==> config.mk <==
export PLATFORM = sky130hd
export DESIGN_NAME = seq_divider_4bit
export DESIGN_NICKNAME = d
export VERILOG_FILES = /design/src/rtl/seq_divider_4bit.sv
export SDC_FILE = /design/constraint.sdc
export NUM_CORES = 1
export LEC_CHECK = 0
export CORE_MARGIN = 5
export CORE_UTILIZATION = 55
export CTS_BUF_LIST = sky130_fd_sc_hd__clkbuf_16
export DETAILED_ROUTE_END_ITERATION = 8
export PLACE_DENSITY = 0.79
export SLEW_MARGIN = 5
export SYNTH_ARGS = -nofsm -noshare
export SYNTH_HDL_FRONTEND = slang
export SYNTH_SLANG_ARGS = --single-unit
export TNS_END_PERCENT = 30
==> constraint.sdc <==
create_clock -name clk -period 6.5 [get_ports clk]
set_clock_uncertainty 0.2 [all_clocks]
set_input_delay 0.975 -clock clk [delete_from_list [all_inputs] [get_ports clk]]
set_output_delay 0.975 -clock clk [all_outputs]
set_load 0.01 [all_outputs]
==> src/rtl/seq_divider_4bit.sv <==
// seq_divider_4bit: multi-cycle unsigned restoring divider.
// One quotient bit per clock, results held until the next completion.
module seq_divider_4bit #(
    parameter int WIDTH = 4
) (
    input  logic             clk,
    input  logic             rst_n,
    input  logic             start,
    input  logic [WIDTH-1:0] dividend,
    input  logic [WIDTH-1:0] divisor,
    output logic [WIDTH-1:0] quotient,
    output logic [WIDTH-1:0] remainder,
    output logic             busy,
    output logic             done,
    output logic             div_by_zero
);

    localparam int CW = $clog2(WIDTH);
    localparam logic [CW-1:0] LAST = CW'(WIDTH - 1);

    typedef enum logic {
        IDLE = 1'b0,
        RUN  = 1'b1
    } state_e;

    state_e           state_q, state_d;
    logic [CW-1:0]    cnt_q, cnt_d;
    logic [WIDTH-1:0] qw_q, qw_d;
    logic [WIDTH-1:0] dw_q, dw_d;
    logic [WIDTH:0]   rw_q, rw_d;
    logic [WIDTH-1:0] quot_q, quot_d;
    logic [WIDTH-1:0] rem_q, rem_d;
    logic             busy_q, busy_d;
    logic             done_q, done_d;
    logic             dbz_q, dbz_d;

    logic [WIDTH:0]   r_shift;
    logic [WIDTH:0]   diff;
    logic [WIDTH:0]   r_next;
    logic [WIDTH-1:0] q_next;
    logic             borrow;

    // One restoring step: shift in the next dividend bit, trial-subtract.
    always_comb begin
        r_shift = {rw_q[WIDTH-1:0], qw_q[WIDTH-1]};
        diff    = r_shift - {1'b0, dw_q};
        borrow  = diff[WIDTH];
        r_next  = borrow ? r_shift : diff;
        q_next  = {qw_q[WIDTH-2:0], ~borrow};
    end

    // Next-state and output logic; done defaults low so it pulses once.
    always_comb begin
        state_d = state_q;
        cnt_d   = cnt_q;
        qw_d    = qw_q;
        dw_d    = dw_q;
        rw_d    = rw_q;
        quot_d  = quot_q;
        rem_d   = rem_q;
        busy_d  = busy_q;
        done_d  = 1'b0;
        dbz_d   = dbz_q;
        case (state_q)
            IDLE: begin
                if (start) begin
                    qw_d    = dividend;
                    dw_d    = divisor;
                    rw_d    = '0;
                    cnt_d   = '0;
                    busy_d  = 1'b1;
                    state_d = RUN;
                end
            end
            RUN: begin
                rw_d  = r_next;
                qw_d  = q_next;
                cnt_d = cnt_q + 1'b1;
                if (cnt_q == LAST) begin
                    quot_d  = q_next;
                    rem_d   = r_next[WIDTH-1:0];
                    dbz_d   = (dw_q == '0);
                    done_d  = 1'b1;
                    busy_d  = 1'b0;
                    cnt_d   = '0;
                    state_d = IDLE;
                end
            end
            default: state_d = IDLE;
        endcase
    end

    // State and datapath registers with asynchronous clear.
    always_ff @(posedge clk or negedge rst_n) begin
        if (!rst_n) begin
            state_q <= IDLE;
            cnt_q   <= '0;
            qw_q    <= '0;
            dw_q    <= '0;
            rw_q    <= '0;
            quot_q  <= '0;
            rem_q   <= '0;
            busy_q  <= 1'b0;
            done_q  <= 1'b0;
            dbz_q   <= 1'b0;
        end else begin
            state_q <= state_d;
            cnt_q   <= cnt_d;
            qw_q    <= qw_d;
            dw_q    <= dw_d;
            rw_q    <= rw_d;
            quot_q  <= quot_d;
            rem_q   <= rem_d;
            busy_q  <= busy_d;
            done_q  <= done_d;
            dbz_q   <= dbz_d;
        end
    end

    assign quotient    = quot_q;
    assign remainder   = rem_q;
    assign busy        = busy_q;
    assign done        = done_q;
    assign div_by_zero = dbz_q;

endmodule

==> results of run 1 <==
-- routing by layer --
layer  global-route usage  wire, µm  part of all wire
met1               0.2326      1241              0.43
met2               0.3270      1444              0.50
met3              0.03289       154             0.053
met4              0.06291        47             0.016
met5                    0         0                 0
-- Yosys cell counts, types with 3 or more instances --
master and n:
a31oi_1 3, nand2_1 23, dfrtp_1 26, o21ai_0 12
nor2_1 6, nand4_1 3, a21o_1 4, inv_1 9
clkbuf_1 4, o211ai_1 3, mux2i_1 4, ha_1 5
-- state kept, by name, indices dropped and copies added, names as in the netlist --
signal,count
dw_q,4
done,1
div_by_zero,1
cnt_q,2
quotient,4
state_q,1
remainder,4
rw_q,4
busy,1
qw_q,4
-- worst paths after layout --
check                            start           end  slack (ps)
max                            qw_q[3]       rw_q[2]        3930
min                        quotient[0]   quotient[0]         280
max reg2reg                    qw_q[3]       rw_q[2]        3930
min reg2reg                quotient[0]   quotient[0]         280
max in group asynchronous        rst_n  remainder[0]        5220
min in group asynchronous        rst_n       dw_q[2]         510
-- cell type report --
type / count / area (µm²)
clock buffers: 3 / 75.07
clock inverters: 1 / 30.03
fillers: 164 / 628.1
inverters: 9 / 33.78
multi-input cells: 90 / 575.6
flip-flops and latches: 26 / 650.6
well taps: 28 / 35.03
repair buffers: 21 / 205.2
-- critical path, cell delays in order, from the launching register on --
cell,delay (ps)
dfrtp_1,430
inv_1,80
ha_1,180
inv_1,60
fa_1,420
a211o_1,340
a21o_1,280
a21o_1,230
a32o_1,250
-- stage by stage --
stage / hold slack [ps] / util
6_report: 278.7 / 0.7188
5_1_grt: 290.2 / 0.7188
4_1_cts: 282.5 / 0.7210
3_5_place_dp: 267.8 / 0.6740
3_3_place_gp: 258.7 / 0.6740
2_1_floorplan: 250.0 / -
-- cells by family after synthesis --
group | synth area share
AO/OA/AOI/OAI | 0.1754
XOR/XNOR | 0.006784
adder cells (fa/ha/maj) | 0.06395
buffers and inverters | 0.05038
flip-flops | 0.5039
multiplexers | 0.03973
AND/OR/NAND/NOR | 0.1599
-- where the power goes --
part	switching, µW	internal [µW]	leakage (µW)
clock network	55.0	122	0.0000511
registers	67.1	244	0.000315
logic	267	239	0.000377
==> metrics, run 1 <==
DP Worst Slack=3715 ps; #FFs+latches synth=26; number of hold buffers added after CTS=0; Root Driver=clkbuf_16; min-delay worst type=register to register; H-tree depth=1; Slew Limit Fails=0; CTS Buffer Depth=2; Setup WS post-layout=3927 ps; routability cong.=0.8488; Rows=17; pin count of the biggest net entering global routing=27; largest cells by area after synthesis=dfrtp_1 (50%), nand2_1 (6.7%), ha_1 (4.8%); post-synthesis async set-or-reset flop share=1.000; die height=a little under 60 µm; clock sinks=26; first-pass GRT wire length=between 5 and 6 mm; fmax=0.3887 GHz; CTS Buf Count=3; post-CTS setup buffer count=0; status=finished, final reports clean; yosys warns=0; Crit path arrival time=2520 ps; dpl hpwl=between 2 and 2.5 mm; synth-to-layout area growth=24.32%; Worst VDD drop=about 390 µV; clk slew on worst S/H paths=60 ps; setup tns final=0 ps; placed instance area=roughly 1500 µm²; crit path max fanout=10; CP Capture Type=register; drt total wl=2.888 mm; # placed instances=174; PwrDens=619.3 nW/µm²; wire length per cell=between 15 and 20 µm; die area=roughly 3400 µm²; initial antenna violation count=0; # IOs=22; Hold Fails Final Rpt=0; Post-synth EDFFs=0; Worst-Margin Slew=571.7 ps; Slew Limit Headroom=0.6188; nets=168; Top FF cell, synth=dfrtp_1; Initial Utilization=0.5782; Vias=about 1,100; register area share after synthesis=0.5039; Horiz. Die Dim=58.46 µm; RSZ-0062 raised after global routing=no; GRT Overall Usage=0.1874; diodes inserted=0; Core Area=2233 µm²; worst-skew pair later-pin latency=roughly 260 ps; Max-Cap Viols=0; Tot Pwr=994.2 µW; Syn Area/Cell=9.857 µm²; Post-Synthesis Cell Area=approximately 1300 µm²; drt drc=0; CTS tree=yes; vias in the first global route=1,129; final cell count without fillers=178; most frequent cells in the layout=dfrtp_1 (26), nand2_1 (23), clkdlybuf4s50_1 (20); WHS Path Cells=1; largest area contributor in the netlist=dfrtp_1; Synth Net Count=148; Worst R2R Path Depth=8; total gr overflow=0; cells after synthesis=131; Setup-failing EPs final=0; Distinct cells, synth=36; LEAKAGE=0.0007433 µW; vias per inst=5.949; Antenna Nets Post-Route=0; final period utilization=0.3958; startpoint types=register; post-CTS resize count=0; layout cells sized above 1=0.06000; Data required, critical path=6450 ps; top cell type's share of synthesized area=0.5039; Worst Path Class, Setup=register to register; I/O Buffers=21; router iterations before antenna repair=4; Tmin final=between 2000 and 3000 ps; Finished Cell Area=1605 µm²; most common cell after layout, fill and taps aside=dfrtp_1; DRT iter0 DRCs=49
No activity file was read; power rests on OpenSTA's default activity.
==> inputs of run 2 (changes only) <==
Settings changed: CORE_UTILIZATION 55 to 51, PLACE_DENSITY 0.79 to 0.74.
Clock period 6.5 ns to 2.65 ns, I/O delays scaled along.
==> metrics, run 2 (synthesis gave the netlist of run 1 again) <==
setup tns final=0 ps; Root Driver=clkbuf_16; RSZ-0062 raised after global routing=no; met2 usage=0.3086; GRT met3 Usage=0.04104; clock sinks=26; total gr overflow=0; startpoint types=register; PwrDens=around 1400 nW/µm²; CP max stage cell=or4_1; first-pass GRT wire length=4.961 mm; dpl hpwl=2.131 mm; most common cell after layout, fill and taps aside=dfrtp_1; most frequent cells in the layout=dfrtp_1 (26), nand2_1 (23), clkdlybuf4s50_1 (21); min-delay src=quotient[2]; routability cong.=0.9570; launch point of the worst reg-to-reg path=qw_q[3]; M1 GR Usage=0.2337; layout cells sized above 1=0.07190; Worst Path Class, Setup=register to register; Hold Path End=quotient[2]; final cell count without fillers=183; ordered cell list for the critical path=inv_1, ha_1, inv_1, fa_1, a211o_1, and2_4, or4_1, o211ai_1; router iterations before antenna repair=5; Buf+Inv Stages, Crit Path=2; drt drc=0; vias per inst=slightly below 6; Critical Path Max Stage Delay=480 ps; Core Area=~2500 µm²; vias in the first global route=1,081; CP delay by family, top=simple AND/OR/NAND/NOR gates; Setup WS post-layout=roughly 160 ps; Worst VDD drop=925.5 µV; WHS Path Cells=2; GRT Overall Usage=0.1809; Max-Cap Viols=0; R2R setup slack=between 150 and 200 ps; worst-skew pair later-pin latency=260 ps; DRT iter0 DRCs=53; Horiz. Die Dim=60.32 µm; I/O Buffers=21; final period utilization=0.9396; fill count=200; number of hold buffers added after CTS=0; CTS Buffer Depth=2; Crit path arrival time=2460 ps; # placed instances=180; # IOs=22; Slew Limit Headroom=0.7307; min-delay worst type=register to register; CTS Buf Count=3; critical path depth=8; capturing point of the worst reg2reg path=rw_q[0]; synth-to-layout area growth=24.90%; Crit path top cell by count=inv_1; fmax=0.4016 GHz; Hold WS=about 280 ps; status=finished, final reports clean; die area=3638 µm²; pin count of the biggest net entering global routing=27; nets=172; initial antenna violation count=0; Setup-failing EPs final=0; H-tree depth=1; Antenna Nets Post-Route=0; Hold Fails Final Rpt=0; post-CTS setup buffer count=0; Tmin final=2490 ps; post-CTS resize count=0; CP Capture Type=register; global routing's busiest layer=met2; Data required, critical path=2620 ps; diodes inserted=0; drt total wl=2.899 mm; LEAKAGE=0.0007484 µW; crit path max fanout=8; Initial Utilization=0.5260; Tot Pwr=between 2000 and 2500 µW; die height=60.32 µm; Worst-Margin Slew=~400 ps; wire length per cell=15.84 µm; DP Worst Slack=184.4 ps; Slew Limit Fails=0; Rows=18; CTS tree=yes; Worst R2R Path Depth=8; Vias=between 1,000 and 1,500; clk slew on worst S/H paths=approximately 60 ps
==> run 2: cell types whose count changed in the layout (fill, tap and decap cells not counted) <==
| cell | change |
|---|---|
| clkdlybuf4s50_1 | +1 |
| buf_2 | -1 |
| buf_4 | +4 |
| bufinv_16 | -1 |
==> run 2: how the worst max path moves through the flow <==
stage / startpoint / to / slack, ps
detailed placement: qw_q[3] / rw_q[0] / 180
global route: qw_q[3] / rw_q[0] / 40
global placement: qw_q[3] / rw_q[0] / 280
floorplan: qw_q[3] / rw_q[0] / 240
CTS: qw_q[3] / rw_q[0] / 160
finish: qw_q[3] / rw_q[0] / 160
==> run 2: area by class of cell <==
cell class / count / area (µm²) / share of cell area
Inverter: 9 / 33.78 / 0.02095
Multi-Input combinational cell: 90 / 575.6 / 0.3569
Sequential cell: 26 / 650.6 / 0.4034
Tap cell: 30 / 37.54 / 0.02327
Timing Repair Buffer: 25 / 240.2 / 0.1490
Clock buffer: 3 / 75.07 / 0.04655
==> run 2: metal layers <==
metal,share of wire,vias up
li1,-,505
met5,0,-
met1,0.41,519
met4,0.0072,0
met3,0.054,4
met2,0.53,33
==> run 2: power by group <==
part / internal, µW / total [µW] / switching (µW)
clock: 200 / 325 / 126
sequential: 599 / 739 / 140
combinational: 613 / 1270 / 658
==> run 2: tightest hold or removal path: stages (launching register included) <==
cell     delay [ps]
dfrtp_1         340
nand2_1          50
nand2_1          60
==> run 2: per-stage QoR <==
stage / util / cell area (µm²)
floorplan: - / 1291
global placement: 0.6264 / 1538
finish: 0.6570 / 1613
global route: 0.6570 / 1613
CTS: 0.6570 / 1613
detailed placement: 0.6264 / 1538
==> inputs of run 3 (changes only) <==
Settings changed: TNS_END_PERCENT 30 to default.
==> results of run 3 <==
No change in the layout: final DEF, timing and power equal those of run 2.
